### src/rtl/gray_sync_decoder_if.sv
// Bundle of the Gray-code input, error clear and the decoded outputs of gray_sync_decoder.
// master drives the Gray code and clear; slave is the decoder side.
interface gray_sync_decoder_if #(
  parameter int unsigned WIDTH = 4,
  parameter int unsigned ERR_W = 8
);
  logic [WIDTH-1:0] gray_in;
  logic             clr_err;
  logic             ready;
  logic [WIDTH-1:0] bin_out;
  logic             step_up;
  logic             step_dn;
  logic             step_err;
  logic [ERR_W-1:0] err_count;

  modport master (
    output gray_in,
    output clr_err,
    input  ready,
    input  bin_out,
    input  step_up,
    input  step_dn,
    input  step_err,
    input  err_count
  );

  modport slave (
    input  gray_in,
    input  clr_err,
    output ready,
    output bin_out,
    output step_up,
    output step_dn,
    output step_err,
    output err_count
  );
endinterface

### src/rtl/gray_sync_decoder.sv
// Synchronises an asynchronous Gray-coded bus, converts it to binary and classifies each change
// as a +1 step, a -1 step or an illegal jump, with a saturating error counter.
module gray_sync_decoder #(
  parameter int unsigned WIDTH       = 4,
  parameter int unsigned SYNC_STAGES = 2,
  parameter int unsigned ERR_W       = 8
) (
  input logic              clk,
  input logic              rst,
  gray_sync_decoder_if.slave bus
);

  localparam int unsigned CntW = $clog2(SYNC_STAGES + 1);
  localparam logic [CntW-1:0]  FillLast = CntW'(SYNC_STAGES - 1);
  localparam logic [WIDTH-1:0] DeltaUp  = WIDTH'(1);

  typedef enum logic [1:0] {
    StFill,
    StPrime,
    StTrack
  } state_e;

  state_e           state_q, state_d;
  logic [CntW-1:0]  fill_cnt_q, fill_cnt_d;
  logic [WIDTH-1:0] sync_q [SYNC_STAGES];
  logic [WIDTH-1:0] g_sync;
  logic [WIDTH-1:0] b_new;
  logic [WIDTH-1:0] delta;
  logic [WIDTH-1:0] prev_q, prev_d;
  logic             up_q, up_d;
  logic             dn_q, dn_d;
  logic             err_q, err_d;
  logic [ERR_W-1:0] cnt_q, cnt_d;

  // Plain flop chain; nothing may sit between stages.
  always_ff @(posedge clk or posedge rst) begin
    if (rst) begin
      for (int i = 0; i < int'(SYNC_STAGES); i++) begin
        sync_q[i] <= '0;
      end
    end else begin
      sync_q[0] <= bus.gray_in;
      for (int i = 1; i < int'(SYNC_STAGES); i++) begin
        sync_q[i] <= sync_q[i-1];
      end
    end
  end

  assign g_sync = sync_q[SYNC_STAGES-1];

  // Binary bit i is the XOR of all Gray bits from i upwards.
  always_comb begin
    b_new = '0;
    for (int i = 0; i < int'(WIDTH); i++) begin
      b_new[i] = ^(g_sync >> i);
    end
  end

  assign delta = b_new - prev_q;

  always_comb begin
    state_d    = state_q;
    fill_cnt_d = fill_cnt_q;
    prev_d     = prev_q;
    up_d       = 1'b0;
    dn_d       = 1'b0;
    err_d      = 1'b0;
    unique case (state_q)
      StFill: begin
        if (fill_cnt_q == FillLast) begin
          state_d = StPrime;
        end else begin
          fill_cnt_d = fill_cnt_q + CntW'(1);
        end
      end
      StPrime: begin
        prev_d  = b_new;
        state_d = StTrack;
      end
      StTrack: begin
        prev_d = b_new;
        if (delta == DeltaUp) begin
          up_d = 1'b1;
        end else if (delta == '1) begin
          dn_d = 1'b1;
        end else if (delta != '0) begin
          err_d = 1'b1;
        end
      end
      default: state_d = StFill;
    endcase
  end

  // A clear coinciding with an error keeps that error counted.
  always_comb begin
    cnt_d = cnt_q;
    if (bus.clr_err) begin
      cnt_d = err_d ? ERR_W'(1) : '0;
    end else if (err_d && (cnt_q != '1)) begin
      cnt_d = cnt_q + ERR_W'(1);
    end
  end

  always_ff @(posedge clk or posedge rst) begin
    if (rst) begin
      state_q    <= StFill;
      fill_cnt_q <= '0;
      prev_q     <= '0;
      up_q       <= 1'b0;
      dn_q       <= 1'b0;
      err_q      <= 1'b0;
      cnt_q      <= '0;
    end else begin
      state_q    <= state_d;
      fill_cnt_q <= fill_cnt_d;
      prev_q     <= prev_d;
      up_q       <= up_d;
      dn_q       <= dn_d;
      err_q      <= err_d;
      cnt_q      <= cnt_d;
    end
  end

  assign bus.ready     = (state_q == StTrack);
  assign bus.bin_out   = prev_q;
  assign bus.step_up   = up_q;
  assign bus.step_dn   = dn_q;
  assign bus.step_err  = err_q;
  assign bus.err_count = cnt_q;

endmodule

### src/flat_wrapper.sv
// flat-port wrapper written by rule: the top's interface ports become plain ports
module gray_sync_decoder_flat 
#(
  parameter int unsigned WIDTH       = 4,
  parameter int unsigned SYNC_STAGES = 2,
  parameter int unsigned ERR_W       = 8
)
  (clk, rst, bus_gray_in, bus_clr_err, bus_ready, bus_bin_out, bus_step_up, bus_step_dn, bus_step_err, bus_err_count);
  gray_sync_decoder_if #(.WIDTH(WIDTH), .ERR_W(ERR_W)) bus_i ();
  input logic clk;
  input logic rst;
  input wire logic [$bits(bus_i.gray_in)-1:0] bus_gray_in;
  input wire logic [$bits(bus_i.clr_err)-1:0] bus_clr_err;
  output wire logic [$bits(bus_i.ready)-1:0] bus_ready;
  output wire logic [$bits(bus_i.bin_out)-1:0] bus_bin_out;
  output wire logic [$bits(bus_i.step_up)-1:0] bus_step_up;
  output wire logic [$bits(bus_i.step_dn)-1:0] bus_step_dn;
  output wire logic [$bits(bus_i.step_err)-1:0] bus_step_err;
  output wire logic [$bits(bus_i.err_count)-1:0] bus_err_count;
  assign bus_i.gray_in = bus_gray_in;
  assign bus_i.clr_err = bus_clr_err;
  assign bus_ready = bus_i.ready;
  assign bus_bin_out = bus_i.bin_out;
  assign bus_step_up = bus_i.step_up;
  assign bus_step_dn = bus_i.step_dn;
  assign bus_step_err = bus_i.step_err;
  assign bus_err_count = bus_i.err_count;
  gray_sync_decoder #(.WIDTH(WIDTH), .SYNC_STAGES(SYNC_STAGES), .ERR_W(ERR_W)) u_core (.clk(clk), .rst(rst), .bus(bus_i));
endmodule
### config.mk
export PLATFORM = sky130hd
export DESIGN_NAME = gray_sync_decoder_flat
export DESIGN_NICKNAME = d
export VERILOG_FILES = /design/src/rtl/gray_sync_decoder_if.sv /design/src/rtl/gray_sync_decoder.sv /design/src/flat_wrapper.sv
export SDC_FILE = /design/constraint.sdc
export NUM_CORES = 1
export LEC_CHECK = 0
export ABC_AREA = 1
export CAP_MARGIN = 20
export CORE_AREA = 4 4 58 60
export DETAILED_ROUTE_END_ITERATION = 10
export DIE_AREA = 0 0 62 64
export GPL_ROUTABILITY_DRIVEN = 0
export PLACE_DENSITY_LB_ADDON = 0.25
export SLEW_MARGIN = 20
export SYNTH_ARGS = -nofsm -noshare
export SYNTH_HDL_FRONTEND = slang
export SYNTH_SLANG_ARGS = --single-unit
### constraint.sdc
create_clock -name clk -period 2.9 [get_ports clk]
set_clock_uncertainty 0.05 [all_clocks]
set_input_delay 0.725 -clock clk [delete_from_list [all_inputs] [get_ports clk]]
set_output_delay 0.725 -clock clk [all_outputs]
set_load 0.01 [all_outputs]
Word-level counts from Yosys, hierarchy flattened. Cells that the tools add are included. Widths: inputs -> output; s select.

Register bits: 27. Output and inout bits: 16. Word-level logic and storage cells: 46.

$add $sub $neg: 3. Equality and inequality tests: 7. Multiplexer cells: 14. Bitwise logic cells: 2. Reduce and logical (&&, ||, !) cells: 11.

Operator list (count): $mux 8 (2); $reduce_xor 4->1 (4); $mux 1 (10); $add 8x1->8 const B (1); $ne 8x8->1 const B (1); $pmux 2 s3 (1); $eq 2x1->1 const B (2); $eq 4x1->1 const B (1); $eq 4x4->1 const B (1); $reduce_and 2->1 (2); $reduce_bool 4->1 (1); $sub 4x4->4 (1); $add 2x1->2 const B (1); $eq 2x2->1 const B (1); $logic_not 2->1 (1); $mux 2 (1); $ne 2x1->1 const B (1); $not 1->1 (2); $reduce_bool 2->1 (1); $reduce_or 2->1 (1); $logic_and 1x1->1 (1).

Logic depth before layout (Yosys ltp). Gate-level depths: netlist of run 1.

Depth in word-level cells: 10. Depth in mapped cells: 18. Depth with buffers taken out: 18.

Least setup slack after synthesis of run 1. No wires, ideal clock.

Kind: register -> register. From: register u_core.sync_q, in the netlist u_core.g_sync[3]. To: register u_core.cnt_q[2] (netlist: u_core.bus.err_count[2]). Data arrival time: 2313 ps. Slack: 419 ps. Cell stages (with the launch flop): 16. Clock period less this slack: 2481 ps. Cell sequence: dfrtp_1 -> inv_1 -> nand2_1 -> and2_4 -> xnor2_4 -> xor2_1 -> inv_1 -> ha_1 -> inv_1 -> fa_1 -> nand3_1 -> inv_1 -> nand2_1 -> nand4_4 -> nand3_1 -> nand2_1.

Longest elaborated chain between the ends: 9.

Ends and longest elaborated chain: from (decl) (line gray_sync_decoder.sv:25) `logic [WIDTH-1:0] sync_q [SYNC_STAGES];`; from (signal, indexed assignment) (line gray_sync_decoder.sv:44) `sync_q[i] <= sync_q[i-1];`; $reduce_xor 4->1 (*) (line gray_sync_decoder.sv:55) `b_new[i] = ^(g_sync >> i);`; via u_core.b_new[1] (line gray_sync_decoder.sv:27) `logic [WIDTH-1:0] b_new;`; $sub 4x4->4 (*) (line gray_sync_decoder.sv:59) `assign delta = b_new - prev_q;`; $reduce_bool 4->1 (line gray_sync_decoder.sv:86) `end else if (delta != '0) begin`; $mux 1 (line gray_sync_decoder.sv:86); $mux 1 (line gray_sync_decoder.sv:84) `end else if (delta == '1) begin`; $mux 1 (*) (line gray_sync_decoder.sv:82) `if (delta == DeltaUp) begin`; $mux 1 (*) (line gray_sync_decoder.sv:68) `unique case (state_q)`; $logic_and 1x1->1 (*) (line gray_sync_decoder.sv:99) `end else if (err_d && (cnt_q != '1)) begin`; $reduce_bool 2->1 (no line) (*); to (signal assigned) (line gray_sync_decoder.sv:120) `cnt_q <= cnt_d;`; to (decl) (line gray_sync_decoder.sv:33) `logic [ERR_W-1:0] cnt_q, cnt_d;`.

The timed path passes the listed nets; every way through them passes the cells marked *. A chain may end at the register's enable or synchronous reset.

Worst setup path after layout of run 1.
From: register u_core.sync_q, in the netlist u_core.g_sync[3]. To: register u_core.cnt_q[1] (netlist: u_core.bus.err_count[1]).

Same word-level chain as after synthesis.

==> flow_metrics.py, run 1 <==
metrics = {
    "power_and_ir_drop": {
        "total_power_mw": 0.9368,
        "peakVddDrop_mv": 0.4456,
        "power_density_nw_per_um2": 541.0,
        "leakagePower_nw": 0.9061,
    },
    "min_path": {
        "hold_class": "register to register",
        "min_to": "u_core.g_sync[3]$_DFF_PP0_",
        "min-delay-start": "u_core.sync_q[7]$_DFF_PP0_",
        "hold_depth": 0,
    },
    "cells_and_area": {
        "multiInputGateArea_sq_um": 658.1,
        "num-nets-final": 194,
        "utilization_pct": 59.15,
        "layout_commonest_cell": "nand2_1",
        "fillers": 259,
        "diodes": 0,
        "syn_to_final_growth_pct": 20.87,
        "ff_latch_area_sq_um": 675.6,
        "final_cell_mix": "31 x nand2_1, 27 x dfrtp_1, 23 x inv_1",
        "final_layout_size_suffix_gt1_share_pct": 11.30,
    },
    "critical_path": {
        "r2r_slack_ns": 0.19,
        "worstSetupPathType": "register to register",
        "cpMostUsedCell": "inv_1",
        "end_kind": "register",
        "crit_buf_inv": 4,
        "critPathMaxFanout": 8,
        "startpoint_type": "register",
        "r2r-start": "u_core.g_sync[3]$_DFF_PP0_",
        "crit_path_max_incr_delay_ns": 0.44,
        "worst_ep_required_time_ns": 3.07,
        "crit_family": "simple AND/OR/NAND/NOR gates",
        "crit_path_top_delay_cell": "fa_1",
        "reg2reg_depth": 15,
        "worstReg2RegEnd": "u_core.bus.err_count[1]$_DFFE_PP0P_",
        "path_cells": "inv_1, nand2_1, and2_4, xnor2_4, xor2_1, inv_1, ha_1, inv_1, fa_1, nand3_1, inv_1, nand2_1, nand4_4, nand3_1, nand2_1",
        "critPathArrivalTime_ns": 2.89,
    },
    "clocking": {
        "cts.sinks": 27,
        "cts_tree": "done",
        "cts-buffers-inserted": 3,
        "cts_buffer_depth": 2,
        "clk_latency_ns": 0.32,
        "ctsResizeCount": 0,
        "cts_htree_levels": 1,
        "cts_root_buf": "clkbuf_4",
        "clk_pin_slew_ns": 0.13,
    },
    "routing": {
        "final_antenna_net_count": 0,
        "wirelength_um": 2644,
        "routedWlPerCell_um": 12.59,
        "drc": 0,
        "drt_pass1_iterations": 5,
        "via_per_inst": 5.024,
        "via_count": 1055,
        "first_iter_violations": 29,
    },
    "synth": {
        "ys_types": 27,
        "synthAdderAreaFrac_pct": 8.384,
        "yosys_register_bits": 27,
        "synth.cell_area_sq_um": 1433,
        "synth-simple-area-share_pct": 26.90,
        "synth_xor_xnor_area_share_pct": 6.812,
        "ys_seq_area_share_pct": 47.16,
        "avgSynthCellArea_sq_um": 9.551,
        "synthMuxAreaShare_pct": 0,
        "syn_nets": 166,
        "synth_top_family_by_area": "simple AND/OR/NAND/NOR gates",
        "synth_warnings": 0,
        "synth_compound_area_share_pct": 3.843,
        "synth_cells": 150,
    },
    "timing": {
        "relSlewSlack_pct": 71.15,
        "min_period_ns": 2.713,
        "hold_viol": 0,
        "setup_viol": 0,
        "max_slew.worst_pin.slew_ns": 0.4302,
        "rsz0062_at_grt": "no",
        "fmax_ghz": 0.3686,
        "finalMaxSlewViolations": 0,
        "finalSetupTns_ns": 0,
        "fin_crit_sh_pct": 93.54,
    },
    "place": {
        "portBuffers": 22,
        "post-dp-hpwl_um": 2047,
    },
    "die": {
        "initial_utilization_pct": 48.93,
        "num_rows": 20,
        "coreArea_sq_um": 2928,
        "die_y_um": 64,
        "dieArea_sq_um": 3968,
        "die_w_um": 62,
        "pin_count": 23,
    },
    "status": {
        "status": "finished, final reports clean",
    },
    "grt": {
        "first_global_vias": 1029,
        "grtUsageTotal_pct": 15.59,
        "grt_start_max_net_pins": 28,
        "antenna_found_initial": 0,
        "grt_pass1_wl_um": 4650,
        "grt_overflow_total": 0,
    },
    "job": {
        "drv_cap": 0,
    },
}
-- kinds of logic (layout without fill, tap and decap cells) --
family                     count (synthesis)  after routing
and+or+nand+nor                           71             71
buffers and inverters                     26             53
adders and majority gates                  9              9
AOI/OAI and AO/OA                          8              8
DFF                                       27             27
xor gates and xnor gates                   9              9
-- stage by stage --
| stage | cells | setup WS [ns] | hold slack [ns] | area [sq um] |
|---|---|---|---|---|
| 2_1_floorplan | 150 | 0.4188 | 0.2812 | 1433 |
| 3_3_place_gp | 205 | 0.3021 | 0.2849 | 1697 |
| 3_5_place_dp | 205 | 0.1698 | 0.2865 | 1697 |
| 4_1_cts | 209 | 0.1517 | 0.3181 | 1724 |
| 5_1_grt | 210 | 0.003600 | 0.3314 | 1732 |
| 6_report | 210 | 0.1873 | 0.3152 | 1732 |
-- report_power, final --
group | internal [mW] | leakage [nW] | switching [mW] | total [mW]
Sequential | 0.416 | 0.330 | 0.0381 | 0.454
Combinational | 0.148 | 0.558 | 0.175 | 0.323
Clock | 0.0518 | 0.0177 | 0.107 | 0.159
-- flip-flops by register name, indices dropped and copies added, names as in the netlist --
name / flops
u_core.bus.err_count: 8
u_core.bus.bin_out: 4
u_core.g_sync: 4
u_core.sync_q: 4
u_core.fill_cnt_q: 2
u_core.state_q: 2
u_core.bus.step_dn: 1
u_core.bus.step_err: 1
u_core.bus.step_up: 1
-- how the worst max path moves through the flow --
stage / to / slack, ns / startpoint / cells past startpoint
final: u_core.bus.err_count[1]$_DFFE_PP0P_ / 0.19 / u_core.g_sync[3]$_DFF_PP0_ / 15
after global routing: u_core.bus.err_count[7]$_DFFE_PP0P_ / 0.004 / u_core.g_sync[3]$_DFF_PP0_ / 15
after CTS: u_core.bus.err_count[1]$_DFFE_PP0P_ / 0.15 / u_core.g_sync[3]$_DFF_PP0_ / 15
after detailed placement: u_core.bus.err_count[1]$_DFFE_PP0P_ / 0.17 / u_core.g_sync[3]$_DFF_PP0_ / 15
after global placement: u_core.bus.err_count[1]$_DFFE_PP0P_ / 0.30 / u_core.g_sync[3]$_DFF_PP0_ / 15
after floorplan: u_core.bus.err_count[2]$_DFFE_PP0P_ / 0.42 / u_core.g_sync[3]$_DFF_PP0_ / 15
-- final cells by class --
cell class,count,area share (%)
flip-flops and latches,27,39.02
repair buffers,24,13.58
well taps,33,2.384
clock inverters,1,0.2890
clock buffers,3,1.301
inverters,25,5.419
multi-input cells,97,38.01
-- Yosys cell counts --
master	count	area, sq um
nand2_1	31	116.4
dfrtp_1	27	675.7
inv_1	23	86.33
nand3_1	13	65.06
ha_1	8	100.1
nand4_1	8	50.05
nor2_1	7	26.28
xor2_1	6	52.55
o21ai_0	4	20.02
nand2_2	3	18.77
a21oi_1	2	10.01
nor3_1	2	10.01
xnor2_1	2	17.52
a21oi_2	1	8.760
a21oi_4	1	16.27
and2_4	1	8.760
buf_2	1	5.000
clkinv_1	1	3.750
fa_1	1	20.02
inv_2	1	3.750
nand2_4	1	11.26
nand3_2	1	10.01
nand3_4	1	17.52
nand4_4	1	21.27
nor2_8	1	20.02
nor3_2	1	10.01
xnor2_4	1	27.53
-- per-layer routing --
metal  global-route usage (%)  part of all wire (%)  vias up
li1                         -                     -      532
met1                    19.07                    42      490
met2                    26.04                    50       29
met3                    4.848                   6.1        4
met4                    3.714                  0.98        0
met5                        0                     0        -
-- worst reg2reg max path, delay by kind of cell, from the launching register on --
family / cells / cell delay [ns]
flip-flops: 1 / 0.42
buffers and inverters: 4 / 0.27
adder cells (fa/ha/maj): 2 / 0.62
AND/OR/NAND/NOR: 7 / 0.87
XOR/XNOR: 2 / 0.39
-- repair_timing --
| action | in CTS | in global routing |
|---|---|---|
| setup endpoints to repair | 0 | 7 |
| buffers inserted | 0 | 1 |
| hold buffers | 0 | 0 |
(Power assumes the default switching activity.)
==> inputs of run 2 (changes only) <==
--- a/config.mk
+++ b/config.mk
@@ -11,6 +11,7 @@
 export DETAILED_ROUTE_END_ITERATION = 10
 export DIE_AREA = 0 0 62 64
 export GPL_ROUTABILITY_DRIVEN = 0
+export MAX_ROUTING_LAYER = met4
 export PLACE_DENSITY_LB_ADDON = 0.25
 export SLEW_MARGIN = 20
 export SYNTH_ARGS = -nofsm -noshare
==> flow_metrics.py, run 2 (same netlist as run 1, synthesis figures left out) <==
metrics = {
    "routing": {
        "final_antenna_net_count": 0,
        "drt_pass1_iterations": 4,
        "routedWlPerCell_um": 12.54,
        "wirelength_um": 2634,
        "first_iter_violations": 33,
        "via_per_inst": 4.976,
        "via_count": 1045,
        "drc": 0,
    },
    "critical_path": {
        "r2r_slack_ns": 0.19,
        "worst_ep_required_time_ns": 3.08,
        "cpMostUsedCell": "inv_1",
        "crit_family": "simple AND/OR/NAND/NOR gates",
        "end_kind": "register",
        "crit_buf_inv": 4,
        "critPathArrivalTime_ns": 2.89,
        "crit_path_max_incr_delay_ns": 0.44,
        "startpoint_type": "register",
        "path_cells": "inv_1, nand2_1, and2_4, xnor2_4, xor2_1, inv_1, ha_1, inv_1, fa_1, nand3_1, inv_1, nand2_1, nand4_4, nand3_1, nand2_1",
        "critPathMaxFanout": 8,
        "worstSetupPathType": "register to register",
        "crit_path_top_delay_cell": "fa_1",
    },
    "power_and_ir_drop": {
        "combPwrFrac_pct": 34.4,
        "p_sw_mw": 0.3192,
        "clkPwrFrac_pct": 17.1,
        "p_seq_share_pct": 48.5,
        "leakagePower_nw": 0.9061,
        "p_int_mw": 0.6162,
        "power_density_nw_per_um2": 540.2,
        "swShare_pct": 34.12,
        "peakVddDrop_mv": 0.4419,
    },
    "grt": {
        "use_met1_pct": 19.46,
        "grt_pass1_wl_um": 4671,
        "antenna_found_initial": 0,
        "first_global_vias": 1019,
        "grtUsageTotal_pct": 16.03,
        "gr-usage-met3_pct": 4.444,
        "grt_overflow_total": 0,
        "busiest_layer": "met2",
        "grt_start_max_net_pins": 28,
        "grt_use_met2_pct": 26.04,
    },
    "min_path": {
        "hold_class": "register to register",
    },
    "cells_and_area": {
        "ff_latch_area_sq_um": 675.6,
        "layout_commonest_cell": "nand2_1",
        "num-nets-final": 194,
        "largest_reg_flops": 8,
        "final_layout_size_suffix_gt1_share_pct": 11.30,
        "diodes": 0,
        "fillers": 259,
        "fin_cells": 210,
        "syn_to_final_growth_pct": 20.87,
        "multiInputGateArea_sq_um": 658.1,
        "final_cell_mix": "31 x nand2_1, 27 x dfrtp_1, 23 x inv_1",
    },
    "clocking": {
        "clk_latency_ns": 0.32,
        "cts_tree": "done",
        "cts_htree_levels": 1,
        "clk_pin_slew_ns": 0.14,
        "ctsResizeCount": 0,
        "cts-buffers-inserted": 3,
        "cts_root_buf": "clkbuf_4",
        "cts.sinks": 27,
        "cts_buffer_depth": 2,
        "postCtsHoldBufs": 0,
    },
    "timing": {
        "setup_viol": 0,
        "holdWs_ns": 0.3154,
        "fin_crit_sh_pct": 93.50,
        "finalSetupTns_ns": 0,
        "max_slew.worst_pin.slew_ns": 0.4253,
        "relSlewSlack_pct": 71.47,
        "fmax_ghz": 0.3688,
        "rsz0062_at_grt": "no",
        "finalMaxSlewViolations": 0,
        "min_period_ns": 2.712,
        "hold_viol": 0,
        "setup_ws_ns": 0.1885,
    },
    "die": {
        "initial_utilization_pct": 48.93,
        "dieArea_sq_um": 3968,
        "die_w_um": 62,
        "pin_count": 23,
        "coreArea_sq_um": 2928,
        "die_y_um": 64,
        "num_rows": 20,
    },
    "job": {
        "drv_cap": 0,
    },
    "status": {
        "status": "finished, final reports clean",
    },
    "place": {
        "dp_cells": 205,
        "portBuffers": 22,
        "pre_cts_slack_ns": 0.1698,
        "post-dp-hpwl_um": 2047,
    },
}
[run 2: cell counts in the layout (fill, tap and decap cells not counted)]
No cell type changed its count.
[run 2: power by group through the flow]
stage               sequential [mW]  combinational [mW]  clock, mW
CTS                           0.454               0.327      0.168
global route                  0.462               0.360      0.183
detailed placement            0.460               0.325          0
floorplan                     0.472               0.186          0
global placement              0.459               0.312          0
finish                        0.454               0.322      0.160
[run 2: final cells by class]
cell class	count	area share (%)
clock buffers	3	1.301
flip-flops and latches	27	39.02
repair buffers	24	13.58
inverters	25	5.419
clock inverters	1	0.2890
well taps	33	2.384
multi-input cells	97	38.01
[run 2: worst paths after layout]
path	from	to	cells past startpoint
setup / recovery	u_core.g_sync[3]$_DFF_PP0_	u_core.bus.err_count[1]$_DFFE_PP0P_	15
hold / removal	u_core.sync_q[7]$_DFF_PP0_	u_core.g_sync[3]$_DFF_PP0_	0
setup reg to reg	u_core.g_sync[3]$_DFF_PP0_	u_core.bus.err_count[1]$_DFFE_PP0P_	15
hold reg to reg	u_core.sync_q[7]$_DFF_PP0_	u_core.g_sync[3]$_DFF_PP0_	0
max in group asynchronous	rst	u_core.bus.bin_out[2]$_DFFE_PP0P_	3
min in group asynchronous	rst	u_core.sync_q[7]$_DFF_PP0_	3
[run 2: worst reg2reg max path, stage by stage (launching register included)]
cell     delay, ns
dfrtp_1       0.42
inv_1         0.07
nand2_1       0.05
and2_4        0.17
xnor2_4       0.19
xor2_1        0.20
inv_1         0.06
ha_1          0.18
inv_1         0.09
fa_1          0.44
nand3_1       0.16
inv_1         0.05
nand2_1       0.13
nand4_4       0.16
nand3_1       0.13
nand2_1       0.08
[run 2: routing by layer]
metal	wire length, um	part of all wire [%]
met1	1134	43
met3	133	5.0
met4	26	0.99
met2	1339	51
met5	0	0
[run 2: through the flow]
step           util, %  area [sq um]  total power, mW
2_1_floorplan        -          1433           0.6581
3_3_place_gp     57.95          1697           0.7707
3_5_place_dp     57.95          1697           0.7855
4_1_cts          58.89          1724           0.9483
5_1_grt          59.15          1732            1.005
6_report         59.15          1732           0.9354
[run 2: timing repair]
| item | in CTS | in global routing |
|---|---|---|
| hold endpoints to repair | 0 | 0 |
| setup buffers | 0 | 1 |
| setup endpoints to repair | 0 | 7 |
